==> config.mk <==
export PLATFORM = sky130hd
export DESIGN_NAME = ahb_master_ctrl
export DESIGN_NICKNAME = d
export VERILOG_FILES = /design/src/rtl/ahb_ctrl_pkg.sv /design/src/rtl/ahb_burst_len.sv /design/src/rtl/ahb_master_ctrl.sv
export SDC_FILE = /design/constraint.sdc
export NUM_CORES = 1
export LEC_CHECK = 0
export CORE_MARGIN = 10
export CORE_UTILIZATION = 40
export CTS_CLUSTER_DIAMETER = 120
export CTS_CLUSTER_SIZE = 30
export DETAILED_ROUTE_END_ITERATION = 8
export PLACE_DENSITY = 0.68
export SLEW_MARGIN = 25
export SYNTH_ARGS = -nofsm -noshare
export SYNTH_HDL_FRONTEND = slang
export SYNTH_SLANG_ARGS = --single-unit
==> constraint.sdc <==
create_clock -name HCLK -period 5.1 [get_ports HCLK]
set_clock_uncertainty 0.2 [all_clocks]
set_input_delay 1.02 -clock HCLK [delete_from_list [all_inputs] [get_ports HCLK]]
set_output_delay 1.02 -clock HCLK [all_outputs]
set_load 0.005 [all_outputs]
==> src/rtl/ahb_ctrl_pkg.sv <==
// Shared definitions for the AHB-Lite master controller and its datapath:
// bus encodings, controller state encoding and the burst-length mapping.
package ahb_ctrl_pkg;

  // Largest undefined-length INCR burst; the beat counter is sized to hold it.
  localparam int MAX_LEN = 16;
  localparam int CNT_W   = 5;

  // HTRANS encodings
  localparam logic [1:0] HTRANS_IDLE   = 2'b00;
  localparam logic [1:0] HTRANS_BUSY   = 2'b01;
  localparam logic [1:0] HTRANS_NONSEQ = 2'b10;
  localparam logic [1:0] HTRANS_SEQ    = 2'b11;

  // HBURST encodings, also decoded by the datapath for address wrapping
  localparam logic [2:0] HBURST_SINGLE = 3'd0;
  localparam logic [2:0] HBURST_INCR   = 3'd1;
  localparam logic [2:0] HBURST_WRAP4  = 3'd2;
  localparam logic [2:0] HBURST_INCR4  = 3'd3;
  localparam logic [2:0] HBURST_WRAP8  = 3'd4;
  localparam logic [2:0] HBURST_INCR8  = 3'd5;
  localparam logic [2:0] HBURST_WRAP16 = 3'd6;
  localparam logic [2:0] HBURST_INCR16 = 3'd7;

  // Widest transfer the datapath supports (word)
  localparam logic [2:0] HSIZE_MAX = 3'd2;

  typedef enum logic [2:0] {
    IDLE  = 3'd0,
    START = 3'd1,
    ADDR  = 3'd2,
    DATA  = 3'd3,
    ERR   = 3'd4,
    DONE  = 3'd5
  } state_t;

  // Beat total for a burst. A zero INCR length runs as a single beat; an
  // oversized INCR length is clamped so the counter can never overflow.
  function automatic logic [CNT_W-1:0] burst_beats(input logic [2:0]       burst,
                                                   input logic [CNT_W-1:0] len);
    logic [CNT_W-1:0] beats;
    case (burst)
      HBURST_SINGLE: beats = CNT_W'(1);
      HBURST_INCR: begin
        if (len == '0)                 beats = CNT_W'(1);
        else if (len > CNT_W'(MAX_LEN)) beats = CNT_W'(MAX_LEN);
        else                           beats = len;
      end
      HBURST_WRAP4,  HBURST_INCR4:  beats = CNT_W'(4);
      HBURST_WRAP8,  HBURST_INCR8:  beats = CNT_W'(8);
      HBURST_WRAP16, HBURST_INCR16: beats = CNT_W'(16);
      default:                      beats = CNT_W'(1);
    endcase
    return beats;
  endfunction

endpackage

==> src/rtl/ahb_burst_len.sv <==
// Combinational beat-total decoder used when a command is accepted.
module ahb_burst_len
  import ahb_ctrl_pkg::*;
(
  input  logic [2:0]       cmd_burst,
  input  logic [CNT_W-1:0] cmd_len,
  output logic [CNT_W-1:0] beats
);

  assign beats = burst_beats(cmd_burst, cmd_len);

endmodule

==> src/rtl/ahb_master_ctrl.sv <==
// AHB-Lite master sequencing controller. Runs one burst command at a time
// as non-overlapped ADDR/DATA beat pairs and strobes the datapath.
module ahb_master_ctrl
  import ahb_ctrl_pkg::*;
(
  input  logic             HCLK,
  input  logic             HRESETn,
  input  logic             cmd_valid,
  output logic             cmd_ready,
  input  logic             cmd_write,
  input  logic [2:0]       cmd_burst,
  input  logic [2:0]       cmd_size,
  input  logic [CNT_W-1:0] cmd_len,
  input  logic             HREADY,
  input  logic             HRESP,
  output logic [1:0]       HTRANS,
  output logic             HWRITE,
  output logic [2:0]       burst_out,
  output logic [2:0]       size_out,
  output logic             start_out,
  output logic             next_beat,
  output logic             store_read,
  output logic             done,
  output logic             error
);

  state_t           state_reg, state_next;
  logic             write_reg, write_next;
  logic [2:0]       burst_reg, burst_next;
  logic [2:0]       size_reg,  size_next;
  logic [CNT_W-1:0] total_reg, total_next;
  logic [CNT_W-1:0] cnt_reg,   cnt_next;
  logic             err_reg,   err_next;
  logic [CNT_W-1:0] cmd_beats;
  logic             more_beats;

  ahb_burst_len u_burst_len (
    .cmd_burst (cmd_burst),
    .cmd_len   (cmd_len),
    .beats     (cmd_beats)
  );

  // True while the current beat is not the last one of the burst; widened so
  // counter+1 cannot wrap when the total is 16.
  assign more_beats = ({1'b0, cnt_reg} + (CNT_W+1)'(1)) < {1'b0, total_reg};

  // State and command registers; reset is asynchronous so a mid-burst reset
  // drops everything immediately with no done pulse.
  always_ff @(posedge HCLK or negedge HRESETn) begin
    if (!HRESETn) begin
      state_reg <= IDLE;
      write_reg <= 1'b0;
      burst_reg <= 3'd0;
      size_reg  <= 3'd0;
      total_reg <= '0;
      cnt_reg   <= '0;
      err_reg   <= 1'b0;
    end else begin
      state_reg <= state_next;
      write_reg <= write_next;
      burst_reg <= burst_next;
      size_reg  <= size_next;
      total_reg <= total_next;
      cnt_reg   <= cnt_next;
      err_reg   <= err_next;
    end
  end

  // Next-state logic plus the beat-completion strobes, which must coincide
  // with the HREADY edge that ends the data phase.
  always_comb begin
    state_next = state_reg;
    write_next = write_reg;
    burst_next = burst_reg;
    size_next  = size_reg;
    total_next = total_reg;
    cnt_next   = cnt_reg;
    err_next   = err_reg;
    next_beat  = 1'b0;
    store_read = 1'b0;
    case (state_reg)
      IDLE: begin
        if (cmd_valid) begin
          write_next = cmd_write;
          burst_next = cmd_burst;
          size_next  = cmd_size;
          total_next = cmd_beats;
          cnt_next   = '0;
          if (cmd_size > HSIZE_MAX) begin
            err_next   = 1'b1;
            state_next = DONE;
          end else begin
            err_next   = 1'b0;
            state_next = START;
          end
        end
      end
      START: state_next = ADDR;
      ADDR: begin
        if (HREADY) state_next = DATA;
      end
      DATA: begin
        if (HREADY) begin
          store_read = ~write_reg;
          if (more_beats) begin
            next_beat  = 1'b1;
            cnt_next   = cnt_reg + CNT_W'(1);
            state_next = ADDR;
          end else begin
            state_next = DONE;
          end
        end else if (HRESP) begin
          state_next = ERR;
        end
      end
      ERR: begin
        if (HREADY) begin
          err_next   = 1'b1;
          state_next = DONE;
        end
      end
      DONE:    state_next = IDLE;
      default: state_next = IDLE;
    endcase
  end

  // Bus and handshake outputs decoded from registered state only, keeping
  // HREADY/HRESP out of the HTRANS path.
  always_comb begin
    cmd_ready = (state_reg == IDLE);
    start_out = (state_reg == START);
    done      = (state_reg == DONE);
    error     = (state_reg == DONE) & err_reg;
    HTRANS    = HTRANS_IDLE;
    case (state_reg)
      ADDR:    HTRANS = (cnt_reg == '0) ? HTRANS_NONSEQ : HTRANS_SEQ;
      DATA:    HTRANS = more_beats ? HTRANS_BUSY : HTRANS_IDLE;
      default: HTRANS = HTRANS_IDLE;
    endcase
  end

  assign HWRITE    = write_reg;
  assign burst_out = burst_reg;
  assign size_out  = size_reg;

endmodule

==> summary.md <==
| Metric | Value |
|---|---|
| Result of the run | finished, final reports clean |
| Total Power Consumption | 0.7601 mW |
| Startpoint class of the critical path | flop |
| Routed length on met3 | 243 um |
| Count of hold-fix buffers inserted at cts | 0 |
| Clock network latency to the later pin of the worst-skew pair | 0.30 ns |
| Overall overflow remaining after global route | 0 |
| Transition time at the pin with the least slew margin | 0.9146 ns |
| Placed Instances | 186 |
| Static leakage power | 0.7119 nW |
| FMAX | 242.8 MHz |
| #FFs+latches synth | 21 |
| Commonest non-fill, non-tap cells in the layout | clkdlybuf4s50_1 (31), dfrtp_1 (21), inv_1 (11) |
| Number of endpoints with negative hold slack in the final report | 0 |
| Clock root buffer | clkbuf_4 |
| Clock period minus final worst setup slack | 4.118 ns |
| Worst Setup Slack, final | 0.9816 ns |
| Post-Synthesis Mean Instance Area | 9.635 sq um |
| Met2 wire len | 1259 um |
| Wire length of the first global-routing pass | 4754 um |
| Cell mode on critical path | ha_1 |
| First-iteration detailed-routing DRC count | 84 |
| Detailed-route wire length per cell | 14.51 um |
| Post-CTS Setup Bufs | 0 |
| Area of the core | 2978 sq um |
| Buffer levels on the longest clock path | 2 |
| CTS clk-pin slew, worst paths | 0.12 ns |
| Growth of design area from synthesis to finish | 29.04% |
| Final antenna-violating net count | 0 |
| Hold slack final | 0.2896 ns |
| Peak supply drop | 0.2808 mV |
| Final HPWL DP | 2151 um |
| Critical path data arrival time | 2.90 ns |
| Count of buffers inserted at the top-level ports | 31 |
| Global-route total usage across every layer | 10.62% |
| Combined area of all synthesized cells | 1224 sq um |
| Final wirelength | 2756 um |
| Overall die area | 5672 sq um |
| Worst slack at placement | 1.300 ns |
| Worst Hold Class | reg2reg |
| Starting density of the core | 41.09% |
| Highest metal layer with signal wires | met4 |
| Largest driver fanout on the critical path | 7 |
| Final setup vio count | 0 |
| Fraction of layout instances using a drive strength above 1 | 10.19% |
| Via Count | 1023 |
| Die height | 75.31 um |
| Design area | 1579 sq um |
| Tightest slew margin relative to the limit | 38.83% |
| Worst path slowest cell | clkdlybuf4s50_1 |
| CTS H-tree depth | 1 |
| Fraction of the yosys area taken by sequential cells | 42.94% |
| R2r worst-path depth | 8 |
| MaxCap Viol Count | 0 |
| Leading cell type in the layout, fill and taps excluded | clkdlybuf4s50_1 |
| Number of antenna diodes | 0 |
| Num CTS Buffers | 3 |
| Routed metal-1 wire length | 1216 um |
| Final Util | 53.03% |
| Number of antenna violations at the first check in global routing | 0 |
| Largest stage delay on the critical path | 0.53 ns |
| Cells along the critical path | inv_1 -> ha_1 -> ha_1 -> or3_1 -> o22ai_2 -> o21ai_0 -> o22ai_1 -> clkdlybuf4s50_1 |
| Number of global-route vias before repair | 1055 |
| Number of distinct library cells after synthesis | 38 |
| Number of DRC violations after detailed routing | 0 |
| Maximum number of pins on one net before global-route repair | 25 |
| Worst Hold Depth | 2 |
| Final RePlAce weighted congestion | 0.8031 |
| Num rows | 20 |
| Synth warn | 0 |
| Area of placed instances | 1551 sq um |
| Sink Count | 21 |
| Endpoint kind of the worst setup timing path | primary output |
| Required time worst endpoint | 3.88 ns |
| Horiz. Die Dim | 75.31 um |
| Number of instances in the synthesized netlist | 127 |
| Clock tree from TritonCTS | done |
| Unrepaired setup endpoints after global routing | no |
| Post-synthesis net count | 150 |
| Post-cts repair resize count | 0 |
| Final sum of negative setup slack | 0 ns |
| Post-route non-filler standard cell count | 190 |
| Via density per instance | 5.384 |
| Number of pins exceeding their max-slew limit in the final report | 0 |
| Number of fill cells in the layout | 279 |
| IO Count | 32 |
| PD cells | 481.4 nW/um^2 |
| Detailed-routing iteration count for the pre-antenna-repair pass | 4 |
| Final Net Count | 181 |
| Worst Path Class, Setup | reg2out |
| Period utilization | 80.75% |
## cell usage after synthesis
master	n	area [sq um]
and2_1	1	6.260
nor4b_1	1	8.760
a31o_2	1	8.760
a31oi_4	1	21.27
nor3_1	4	20.02
and3b_1	1	8.760
nand3b_1	1	7.510
dfrtp_1	21	525.5
nand2_1	9	33.78
o22ai_1	2	12.51
a21boi_1	1	7.510
clkinv_1	1	3.750
nor2_2	1	6.260
ha_1	6	75.07
o21a_1	1	7.510
a211oi_1	2	15.01
buf_2	4	20.02
and3_1	5	31.28
o211ai_4	1	21.27
mux2_2	7	78.83
a21o_1	2	15.01
nor2_1	7	26.28
inv_1	11	41.29
o21bai_1	1	7.510
or3_1	1	6.260
clkbuf_1	1	3.750
a221oi_1	1	8.760
a21oi_1	5	25.02
nor2b_1	2	12.51
a31oi_1	1	6.260
o22ai_2	1	12.51
nand2b_1	3	18.77
a22oi_1	1	7.510
xnor2_1	2	17.52
nand3_1	5	25.02
o31ai_1	3	22.52
o21ai_0	8	40.04
nor3b_1	1	7.510
## routing by layer
metal,GRT usage (%),vias up
met5,0,-
met4,4.330,0
met3,4.297,4
met2,16.43,29
met1,12.80,475
li1,-,515
## cell families after synthesis
family                   count (synthesis)  share of synthesized area (%)
adder cells (fa/ha/maj)                  6                          6.135
AND/OR/NAND/NOR                         42                          17.90
XOR/XNOR                                 2                          1.432
AO/OA/AOI/OAI                           32                          19.53
buffers and inverters                   17                          5.623
flip-flops                              21                          42.94
multiplexers                             7                          6.442
## worst max-delay path: cells and delay by family (launching register included)
family | cells | cell delay [ns]
adder cells (fa/ha/maj) | 2 | 0.51
AND/OR/NAND/NOR | 1 | 0.39
AO/OA/AOI/OAI | 3 | 0.59
flip-flops | 1 | 0.51
buffers and inverters | 2 | 0.60
## power by group
| group | internal [mW] | leakage (nW) | total (mW) | switching [mW] |
|---|---|---|---|---|
| logic | 0.212 | 0.429 | 0.383 | 0.171 |
| clock network | 0.0292 | 0.0177 | 0.0822 | 0.0529 |
| registers | 0.232 | 0.265 | 0.295 | 0.0627 |
## path summary, 6_finish.rpt
| kind | startpoint | end | slack, ns |
|---|---|---|---|
| max | cnt_reg[0] | HTRANS[0] | 0.98 |
| min | total_reg[2] | total_reg[2] | 0.29 |
| max reg2reg | cnt_reg[0] | state_reg[0] | 2.57 |
| min reg2reg | total_reg[2] | total_reg[2] | 0.29 |
| max in group asynchronous | HRESETn | cnt_reg[4] | 3.13 |
| min in group asynchronous | HRESETn | total_reg[4] | 1.02 |
## layout make-up
| type | count | area (sq um) | share of cell area, % |
|---|---|---|---|
| well taps | 33 | 41.29 | 2.615 |
| clock buffers | 3 | 22.52 | 1.426 |
| repair buffers | 31 | 310.3 | 19.65 |
| clock inverters | 1 | 5.005 | 0.3170 |
| flip-flops and latches | 21 | 525.5 | 33.28 |
| inverters | 12 | 45.04 | 2.853 |
| multi-input cells | 89 | 629.4 | 39.86 |
No activity file was read; power rests on OpenSTA's default activity.
